`config.mk`:
```
export PLATFORM = sky130hd
export DESIGN_NAME = alu_arb_flat
export DESIGN_NICKNAME = d
export VERILOG_FILES = /design/src/rtl/alu_arb_if.sv /design/src/rtl/alu_arb.sv /design/src/flat_wrapper.sv
export SDC_FILE = /design/constraint.sdc
export NUM_CORES = 1
export LEC_CHECK = 0
export CELL_PAD_IN_SITES_DETAIL_PLACEMENT = 1
export CELL_PAD_IN_SITES_GLOBAL_PLACEMENT = 2
export CORE_UTILIZATION = 22
export CTS_BUF_LIST = sky130_fd_sc_hd__clkbuf_4 sky130_fd_sc_hd__clkbuf_8
export DETAILED_ROUTE_END_ITERATION = 10
export PLACE_DENSITY_LB_ADDON = 0.08
export SETUP_SLACK_MARGIN = 0.02
export SYNTH_ARGS = -nofsm -noshare
export SYNTH_HDL_FRONTEND = slang
export SYNTH_SLANG_ARGS = --single-unit
```
`constraint.sdc`:
```
create_clock -name clk -period 2 [get_ports clk]
set_input_delay 0.2 -clock clk [delete_from_list [all_inputs] [get_ports clk]]
set_output_delay 0.2 -clock clk [all_outputs]
set_load 0.01 [all_outputs]
```
`src/rtl/alu_arb_if.sv`:
```
// alu_arb_if -- bundle of every non-clock/reset signal of alu_arb.
//
// Signals (directions as seen by the arbiter, modport slave):
//   req_valid  in   [1:0]        per-requester request valid
//   req_ready  out  [1:0]        per-requester accept strobe
//   req_a0/b0  in   [WIDTH-1:0]  operands of requester 0
//   req_a1/b1  in   [WIDTH-1:0]  operands of requester 1
//   req_op0/1  in   [1:0]        opcode of each requester (uninterpreted)
//   alu_a/b    out  [WIDTH-1:0]  operands to the shared external ALU
//   alu_op     out  [1:0]        opcode to the shared external ALU
//   alu_y      in   [WIDTH-1:0]  shared ALU result
//   rsp_valid  out  [1:0]        per-requester result valid
//   rsp_ready  in   [1:0]        per-requester result accept
//   rsp_y      out  [WIDTH-1:0]  registered result, common to both requesters
//   busy       out               high whenever the arbiter is not idle
// The master modport is the requester/ALU environment side.

interface alu_arb_if #(
    parameter int WIDTH = 4
);
    logic [1:0]       req_valid;
    logic [1:0]       req_ready;
    logic [WIDTH-1:0] req_a0;
    logic [WIDTH-1:0] req_b0;
    logic [WIDTH-1:0] req_a1;
    logic [WIDTH-1:0] req_b1;
    logic [1:0]       req_op0;
    logic [1:0]       req_op1;
    logic [WIDTH-1:0] alu_a;
    logic [WIDTH-1:0] alu_b;
    logic [1:0]       alu_op;
    logic [WIDTH-1:0] alu_y;
    logic [1:0]       rsp_valid;
    logic [1:0]       rsp_ready;
    logic [WIDTH-1:0] rsp_y;
    logic             busy;

    modport slave (
        input  req_valid, req_a0, req_b0, req_a1, req_b1, req_op0, req_op1,
        input  alu_y, rsp_ready,
        output req_ready, alu_a, alu_b, alu_op, rsp_valid, rsp_y, busy
    );

    modport master (
        output req_valid, req_a0, req_b0, req_a1, req_b1, req_op0, req_op1,
        output alu_y, rsp_ready,
        input  req_ready, alu_a, alu_b, alu_op, rsp_valid, rsp_y, busy
    );
endinterface

```
`src/rtl/alu_arb.sv`:
```
// alu_arb -- arbitrates two requesters onto one shared combinational ALU.
//
// A request is accepted in IDLE, its operands are held on the ALU port while
// the FSM sits in EXEC for one cycle, the ALU result is registered, and the
// result is offered to the owner in RESP until that owner accepts it.
// Accepts are therefore at best one every three cycles.
//
// Ports:
//   clk  in   sole clock, rising edge
//   rst  in   synchronous active-high reset
//   bus  alu_arb_if.slave, see rtl/alu_arb_if.sv
//
// Configuration macro ALU_ARB_RR_EN:
//   defined   -> round-robin between the two requesters when both are valid
//   undefined -> fixed priority, requester 0 wins; no grant pointer exists

module alu_arb #(
    parameter int WIDTH = 4
) (
    input  logic      clk,
    input  logic      rst,
    alu_arb_if.slave  bus
);

    typedef enum logic [1:0] {
        IDLE = 2'd0,
        EXEC = 2'd1,
        RESP = 2'd2
    } state_t;

    state_t           state;
    state_t           state_nxt;
    logic             owner;
    logic [WIDTH-1:0] cap_a;
    logic [WIDTH-1:0] cap_b;
    logic [1:0]       cap_op;
    logic [WIDTH-1:0] rsp_y_q;

    logic [1:0]       grant;
    logic [1:0]       req_ready_c;
    logic [1:0]       rsp_valid_c;
    logic             transfer;
    logic             winner;

    // ------------------------------------------------------------------
    // Grant selection (pure function of the current request vector)
    // ------------------------------------------------------------------
`ifdef ALU_ARB_RR_EN
    // Index of the requester granted by the most recent transfer.
    logic last_grant;

    always_comb begin
        // NOTE: every always_comb output gets a default first so no path
        // leaves it unassigned, which would otherwise infer a latch.
        grant = bus.req_valid;
        if (bus.req_valid == 2'b11) begin
            grant = last_grant ? 2'b01 : 2'b10;
        end
    end

    always_ff @(posedge clk) begin
        if (rst) begin
            last_grant <= 1'b1;
        end else if (transfer) begin
            last_grant <= winner;
        end
    end
`else
    always_comb begin
        grant = 2'b00;
        if (bus.req_valid[0]) begin
            grant = 2'b01;
        end else if (bus.req_valid[1]) begin
            grant = 2'b10;
        end
    end
`endif

    // ------------------------------------------------------------------
    // FSM next-state and handshake outputs
    // ------------------------------------------------------------------
    always_comb begin
        state_nxt   = state;
        req_ready_c = 2'b00;
        rsp_valid_c = 2'b00;
        case (state)
            IDLE: begin
                // Reset wins: no requester may see an accept while rst is high.
                if (!rst) begin
                    req_ready_c = grant;
                end
                if (req_ready_c != 2'b00) begin
                    state_nxt = EXEC;
                end
            end
            EXEC: begin
                state_nxt = RESP;
            end
            RESP: begin
                rsp_valid_c = owner ? 2'b10 : 2'b01;
                // Only the owner's accept counts; the other bit is ignored.
                if (bus.rsp_ready[owner]) begin
                    state_nxt = IDLE;
                end
            end
            default: begin
                state_nxt = IDLE;
            end
        endcase
    end

    assign transfer = |(bus.req_valid & req_ready_c);
    assign winner   = req_ready_c[1];

    // ------------------------------------------------------------------
    // State and datapath registers
    // ------------------------------------------------------------------
    always_ff @(posedge clk) begin
        // NOTE: clocked state uses non-blocking assignments so every register
        // samples the pre-edge values, independent of statement order.
        if (rst) begin
            // NOTE: every register here, including the data path, has a
            // defined reset value because the ALU port and rsp_y are
            // externally visible right after reset.
            state   <= IDLE;
            owner   <= 1'b0;
            cap_a   <= '0;
            cap_b   <= '0;
            cap_op  <= 2'b00;
            rsp_y_q <= '0;
        end else begin
            state <= state_nxt;
            // Captured operands only change on a transfer, so the ALU inputs
            // never follow requests arriving while the block is busy.
            if (transfer) begin
                owner  <= winner;
                cap_a  <= winner ? bus.req_a1  : bus.req_a0;
                cap_b  <= winner ? bus.req_b1  : bus.req_b0;
                cap_op <= winner ? bus.req_op1 : bus.req_op0;
            end
            if (state == EXEC) begin
                rsp_y_q <= bus.alu_y;
            end
        end
    end

    assign bus.req_ready = req_ready_c;
    assign bus.rsp_valid = rsp_valid_c;
    assign bus.rsp_y     = rsp_y_q;
    assign bus.alu_a     = cap_a;
    assign bus.alu_b     = cap_b;
    assign bus.alu_op    = cap_op;
    assign bus.busy      = (state != IDLE);

endmodule

```
`src/flat_wrapper.sv`:
```
// flat-port wrapper written by rule: the top's interface ports become plain ports
module alu_arb_flat 
#(
    parameter int WIDTH = 4
)
  (clk, rst, bus_req_valid, bus_req_a0, bus_req_b0, bus_req_a1, bus_req_b1, bus_req_op0, bus_req_op1, bus_alu_y, bus_rsp_ready, bus_req_ready, bus_alu_a, bus_alu_b, bus_alu_op, bus_rsp_valid, bus_rsp_y, bus_busy);
  alu_arb_if #(.WIDTH(WIDTH)) bus_i ();
  input  logic clk;
  input  logic rst;
  input wire logic [$bits(bus_i.req_valid)-1:0] bus_req_valid;
  input wire logic [$bits(bus_i.req_a0)-1:0] bus_req_a0;
  input wire logic [$bits(bus_i.req_b0)-1:0] bus_req_b0;
  input wire logic [$bits(bus_i.req_a1)-1:0] bus_req_a1;
  input wire logic [$bits(bus_i.req_b1)-1:0] bus_req_b1;
  input wire logic [$bits(bus_i.req_op0)-1:0] bus_req_op0;
  input wire logic [$bits(bus_i.req_op1)-1:0] bus_req_op1;
  input wire logic [$bits(bus_i.alu_y)-1:0] bus_alu_y;
  input wire logic [$bits(bus_i.rsp_ready)-1:0] bus_rsp_ready;
  output wire logic [$bits(bus_i.req_ready)-1:0] bus_req_ready;
  output wire logic [$bits(bus_i.alu_a)-1:0] bus_alu_a;
  output wire logic [$bits(bus_i.alu_b)-1:0] bus_alu_b;
  output wire logic [$bits(bus_i.alu_op)-1:0] bus_alu_op;
  output wire logic [$bits(bus_i.rsp_valid)-1:0] bus_rsp_valid;
  output wire logic [$bits(bus_i.rsp_y)-1:0] bus_rsp_y;
  output wire logic [$bits(bus_i.busy)-1:0] bus_busy;
  assign bus_i.req_valid = bus_req_valid;
  assign bus_i.req_a0 = bus_req_a0;
  assign bus_i.req_b0 = bus_req_b0;
  assign bus_i.req_a1 = bus_req_a1;
  assign bus_i.req_b1 = bus_req_b1;
  assign bus_i.req_op0 = bus_req_op0;
  assign bus_i.req_op1 = bus_req_op1;
  assign bus_i.alu_y = bus_alu_y;
  assign bus_i.rsp_ready = bus_rsp_ready;
  assign bus_req_ready = bus_i.req_ready;
  assign bus_alu_a = bus_i.alu_a;
  assign bus_alu_b = bus_i.alu_b;
  assign bus_alu_op = bus_i.alu_op;
  assign bus_rsp_valid = bus_i.rsp_valid;
  assign bus_rsp_y = bus_i.rsp_y;
  assign bus_busy = bus_i.busy;
  alu_arb #(.WIDTH(WIDTH)) u_core (.clk(clk), .rst(rst), .bus(bus_i));
endmodule
```
Word-level counts from Yosys, hierarchy flattened --
Index checks and enable logic that the tools add are counted.
Storage, ports and cells: word-level logic and storage cells 32, flip-flop bits (word level) 17, input bits 30, output and inout port bits 19
Operators by class: magnitude comparators 1, reduce and logical (&&, ||, !) cells 5, muxes and demuxes 15, eq/ne operators 4, bitwise operators 1
Operators by type and width (count):
- 2-to-1 mux 2 bit | 10
- 2-to-1 mux 4 bit | 2
- one-hot mux 2 bit (3 select lines) | 1
- != test 2 x 1 -> 1 bit, second input constant | 2
- nonzero test 2 bit | 2
- AND 2 bit | 1
- equality test 2 x 1 -> 1 bit, second input constant | 1
- equality test 2 bit, second input constant | 1
- logical NOT 2 bit | 1
- < comparator 1 x 2 -> 1 bit, second input constant | 1
- 2-to-1 mux 1 bit | 2
- AND reduction 2 bit | 1
- OR reduction 2 bit | 1

Logic depth before layout (Yosys ltp) --
depth after elaboration 7, depth in mapped cells 6, mapped depth without buffers 4

Worst setup path after synthesis --
No wires, ideal clock.
kind register to output, from register u_core.state[1], to output port bus_req_ready[1], data required time 1.800 ns, cell stages (with the launch flop) 4, path slack 0.679 ns, buffers on the path 1, data arrival time 1.121 ns, cells stage by stage dfxtp_1 > buf_6 > nor4b_4 > nor2b_1
Between the ends: cells in the longest elaborated chain, start to end 2
RTL lines:
- start: declaration | RTL line alu_arb.sv:31 | state_t state;
- start signal: assignment | RTL line alu_arb.sv:132 | state <= state_nxt;
- logical NOT 2 bit | RTL line alu_arb.sv:86 | case (state)
- 2-to-1 mux 2 bit | RTL line alu_arb.sv:86
- end: declaration | RTL line flat_wrapper.sv:19 | output wire logic [$bits(bus_i.req_ready)-1:0] bus_req_ready;
Every way passes these cells.

Worst setup path in the final report --
from input port bus_req_valid[0], to output port bus_req_ready[0]
Between the ends: cells in the longest elaborated chain, start to end 4
RTL lines:
- start: declaration | RTL line flat_wrapper.sv:10 | input wire logic [$bits(bus_i.req_valid)-1:0] bus_req_valid;
- 2-to-1 mux 2 bit | RTL line alu_arb.sv:71 | if (bus.req_valid[0]) begin
- 2-to-1 mux 2 bit | RTL line alu_arb.sv:89 | if (!rst) begin
- 2-to-1 mux 2 bit (2 in series) | RTL line alu_arb.sv:86
Every way passes these cells. The select of a mux whose other input is x is not followed.

==> results.cfg <==
[run_status]
status = finished clean

[synth]
synth_mux_area_frac = 0.0641
synth_cells = 80
syn_area_per_cell_um2 = 9.76
syn_nets = 110
yosys.area_share.simple = 0.157
synth-compound-area-share = 0.276
synth_adder_area_share = 0
synth-warning-count = 0
syn_area_um2 = 781
yosys.cell_types.count = 21
synth_top_family_by_area = compound AO/OA/AOI/OAI gates
synth.yosys.seq_area_share = 0.436
synth_xor_area_frac = 0
synth.ff_latch_count = 17

[final_layout]
nets = 162
final_cell_mix = clkdlybuf4s50_1, dfxtp_1, a21oi_1
drive_gt1_frac = 0.122
diodes = 0
layout_commonest_cell = clkdlybuf4s50_1
area_growth_pct = 73.6

[power_and_ir_drop]
power_frac_seq = 0.475
power_density_nw_per_um2 = 605
p_leak_nw = 0.529
switching_share = 0.283
power_switching_uw = 232
pwr-share-comb = 0.296
ir_drop_mv = 0.404
clock_power_share = 0.229
internal-power_uw = 587

[die]
coreArea_um2 = 3360
row_count = 21
die_w_um = 61.6
pin_count = 49
start_util = 0.232
die_area_um2 = 3790
die_h_um = 61.6

[sta]
fmax_ghz = 0.551
relSlewSlack = 0.814
drv_slew = 0
worst_pin_slew_ns = 0.279
fin_ws_ns = 0.185
fin_tns_setup_ns = 0
min_period_ns = 1.81
period_share = 0.907
rsz0062_at_grt = false
finalSetupViolations = 0
finalClockSkew_ns = 0.00691
finalHoldViolCount = 0

[global_route]
grt_pass1_vias = 842
grtUsageTotal = 0.135
grt_pass1_wl_mm = 3.71
antenna_found_initial = 0
gr-total-overflow = 0
grt_max_degree = 27

[detailed_routing]
drt_iter0_drc = 16
wl_mm = 2.33
postRouteAntennaNets = 0
drcViolationCount = 0
routedWlPerCell_um = 13.2
dr_wl_met2_mm = 1.15
wl_met1_um = 970
dr_wl_met3_um = 190
first_pass_iters = 4
vias_per_cell = 4.62
highest_layer = met4
vias = 818

[worst_setup_path]
cp-end-kind = output port
worst_path_most_repeated_cell = clkdlybuf4s50_1
worstPathMaxFanout = 3
path_class = input pin to output port
required_ns = 1.80
cp.arrival_ns = 1.61
path_cells = clkdlybuf4s50_1, nor4b_4, clkdlybuf4s50_1
critPathMaxStageDelay_ns = 0.59
slowest_stage = clkdlybuf4s50_1
start_kind = input pin

[placed_design]
pre_cts_ws_ns = 0.120
gp_congestion = 0.659
dp_hpwl_mm = 1.73
portBuffers = 48

[clock_network]
insertion_delay_ns = 0.29
clock_sinks = 17
cts_made_buffers = 3
ctsHoldBuffers = 0
cts-root-buf = clkbuf_4
h-tree-depth = 1
clock_path_buffers = 2
cts_setup_buffers = 0
path_clk_slew_ns = 0.11
cts_tree = done

[job]
cap_violations = 0

[min_path]
min_path_type = flop to flop
[sequential cells by signal, indices dropped and copies added (netlist names)]
name	count
u_core.bus.alu_a	4
u_core.bus.alu_b	4
u_core.bus.rsp_y	4
u_core.bus.alu_op	2
u_core.state	2
u_core.owner	1
[Yosys cell counts]
library cell | count | share of area
mux2i_1 | 5 | 0.064
buf_6 | 2 | 0.029
nor4b_4 | 2 | 0.061
clkbuf_1 | 3 | 0.014
dfxtp_1 | 17 | 0.44
nor3_1 | 1 | 0.0064
a211oi_1 | 1 | 0.0096
inv_2 | 1 | 0.0048
and3b_1 | 1 | 0.011
o21ai_0 | 1 | 0.0064
nor3b_1 | 1 | 0.0096
buf_2 | 3 | 0.019
a22oi_1 | 9 | 0.087
nand2b_1 | 1 | 0.0080
nand3b_1 | 2 | 0.019
a21oi_1 | 12 | 0.077
o31ai_1 | 9 | 0.087
nand2_1 | 1 | 0.0048
a21o_1 | 1 | 0.0096
nor2_1 | 6 | 0.029
nor2b_1 | 1 | 0.0080
[per-stage QoR]
stage	instances	instance area, um2	util	hold WS [ns]	total power [mW]
final	177	1360	0.403	0.473	0.819
after global routing	177	1360	0.403	0.500	0.876
after CTS	177	1350	0.402	0.482	0.839
after detailed placement	173	1320	0.393	0.460	0.642
after global placement	173	1320	0.393	0.451	0.640
after floorplan	80	781	-	0.297	0.501
[critical path: cells and delay by family]
kind | cells | cell delay [ns]
buffers and inverters | 2 | 1.14
AND/OR/NAND/NOR | 1 | 0.27
[cell type report]
| class | instances | area, um2 |
|---|---|---|
| Clock buffer | 3 | 22.5 |
| Clock inverter | 1 | 5.00 |
| Fill cell | 418 | 2010 |
| Inverter | 1 | 3.75 |
| Multi-Input combinational cell | 54 | 388 |
| Sequential cell | 17 | 343 |
| Tap cell | 46 | 57.6 |
| Timing Repair Buffer | 55 | 536 |
[layer usage]
metal  vias to the layer above  GRT usage
met3                         2     0.0567
met5                         -          0
met4                         0     0.0286
met1                       386      0.155
li1                        400          -
met2                        30      0.233
[final timing paths]
check	from	end	slack, ns	depth (start not counted)
setup / recovery	bus_req_valid[0]	bus_req_ready[0]	0.19	3
hold / removal	u_core.bus.alu_op[0]$_SDFFE_PP0P_	u_core.bus.alu_op[0]$_SDFFE_PP0P_	0.47	2
setup reg to reg	u_core.state[1]$_SDFFE_PP0P_	u_core.bus.alu_b[0]$_SDFFE_PP0P_	0.68	5
hold reg to reg	u_core.bus.alu_op[0]$_SDFFE_PP0P_	u_core.bus.alu_op[0]$_SDFFE_PP0P_	0.47	2
[power groups by stage]
stage	Combinational [mW]	Clock (mW)	Sequential, mW
2_1_floorplan	0.105	0	0.397
4_1_cts	0.247	0.203	0.390
3_5_place_dp	0.246	0	0.396
6_report	0.242	0.188	0.389
3_3_place_gp	0.245	0	0.395
5_1_grt	0.264	0.219	0.393
[cell families after synthesis]
| logic type | Yosys count |
|---|---|
| buf+inv | 9 |
| compound gates | 33 |
| mux | 5 |
| flops | 17 |
| simple gates | 16 |
[timing repair]
action,CTS,global route
endpoints found under the setup margin,1,1
resized for setup,2,1
pin swaps,0,0
cloned,0,0
Note: power is estimated with default switching activity, not from simulation.
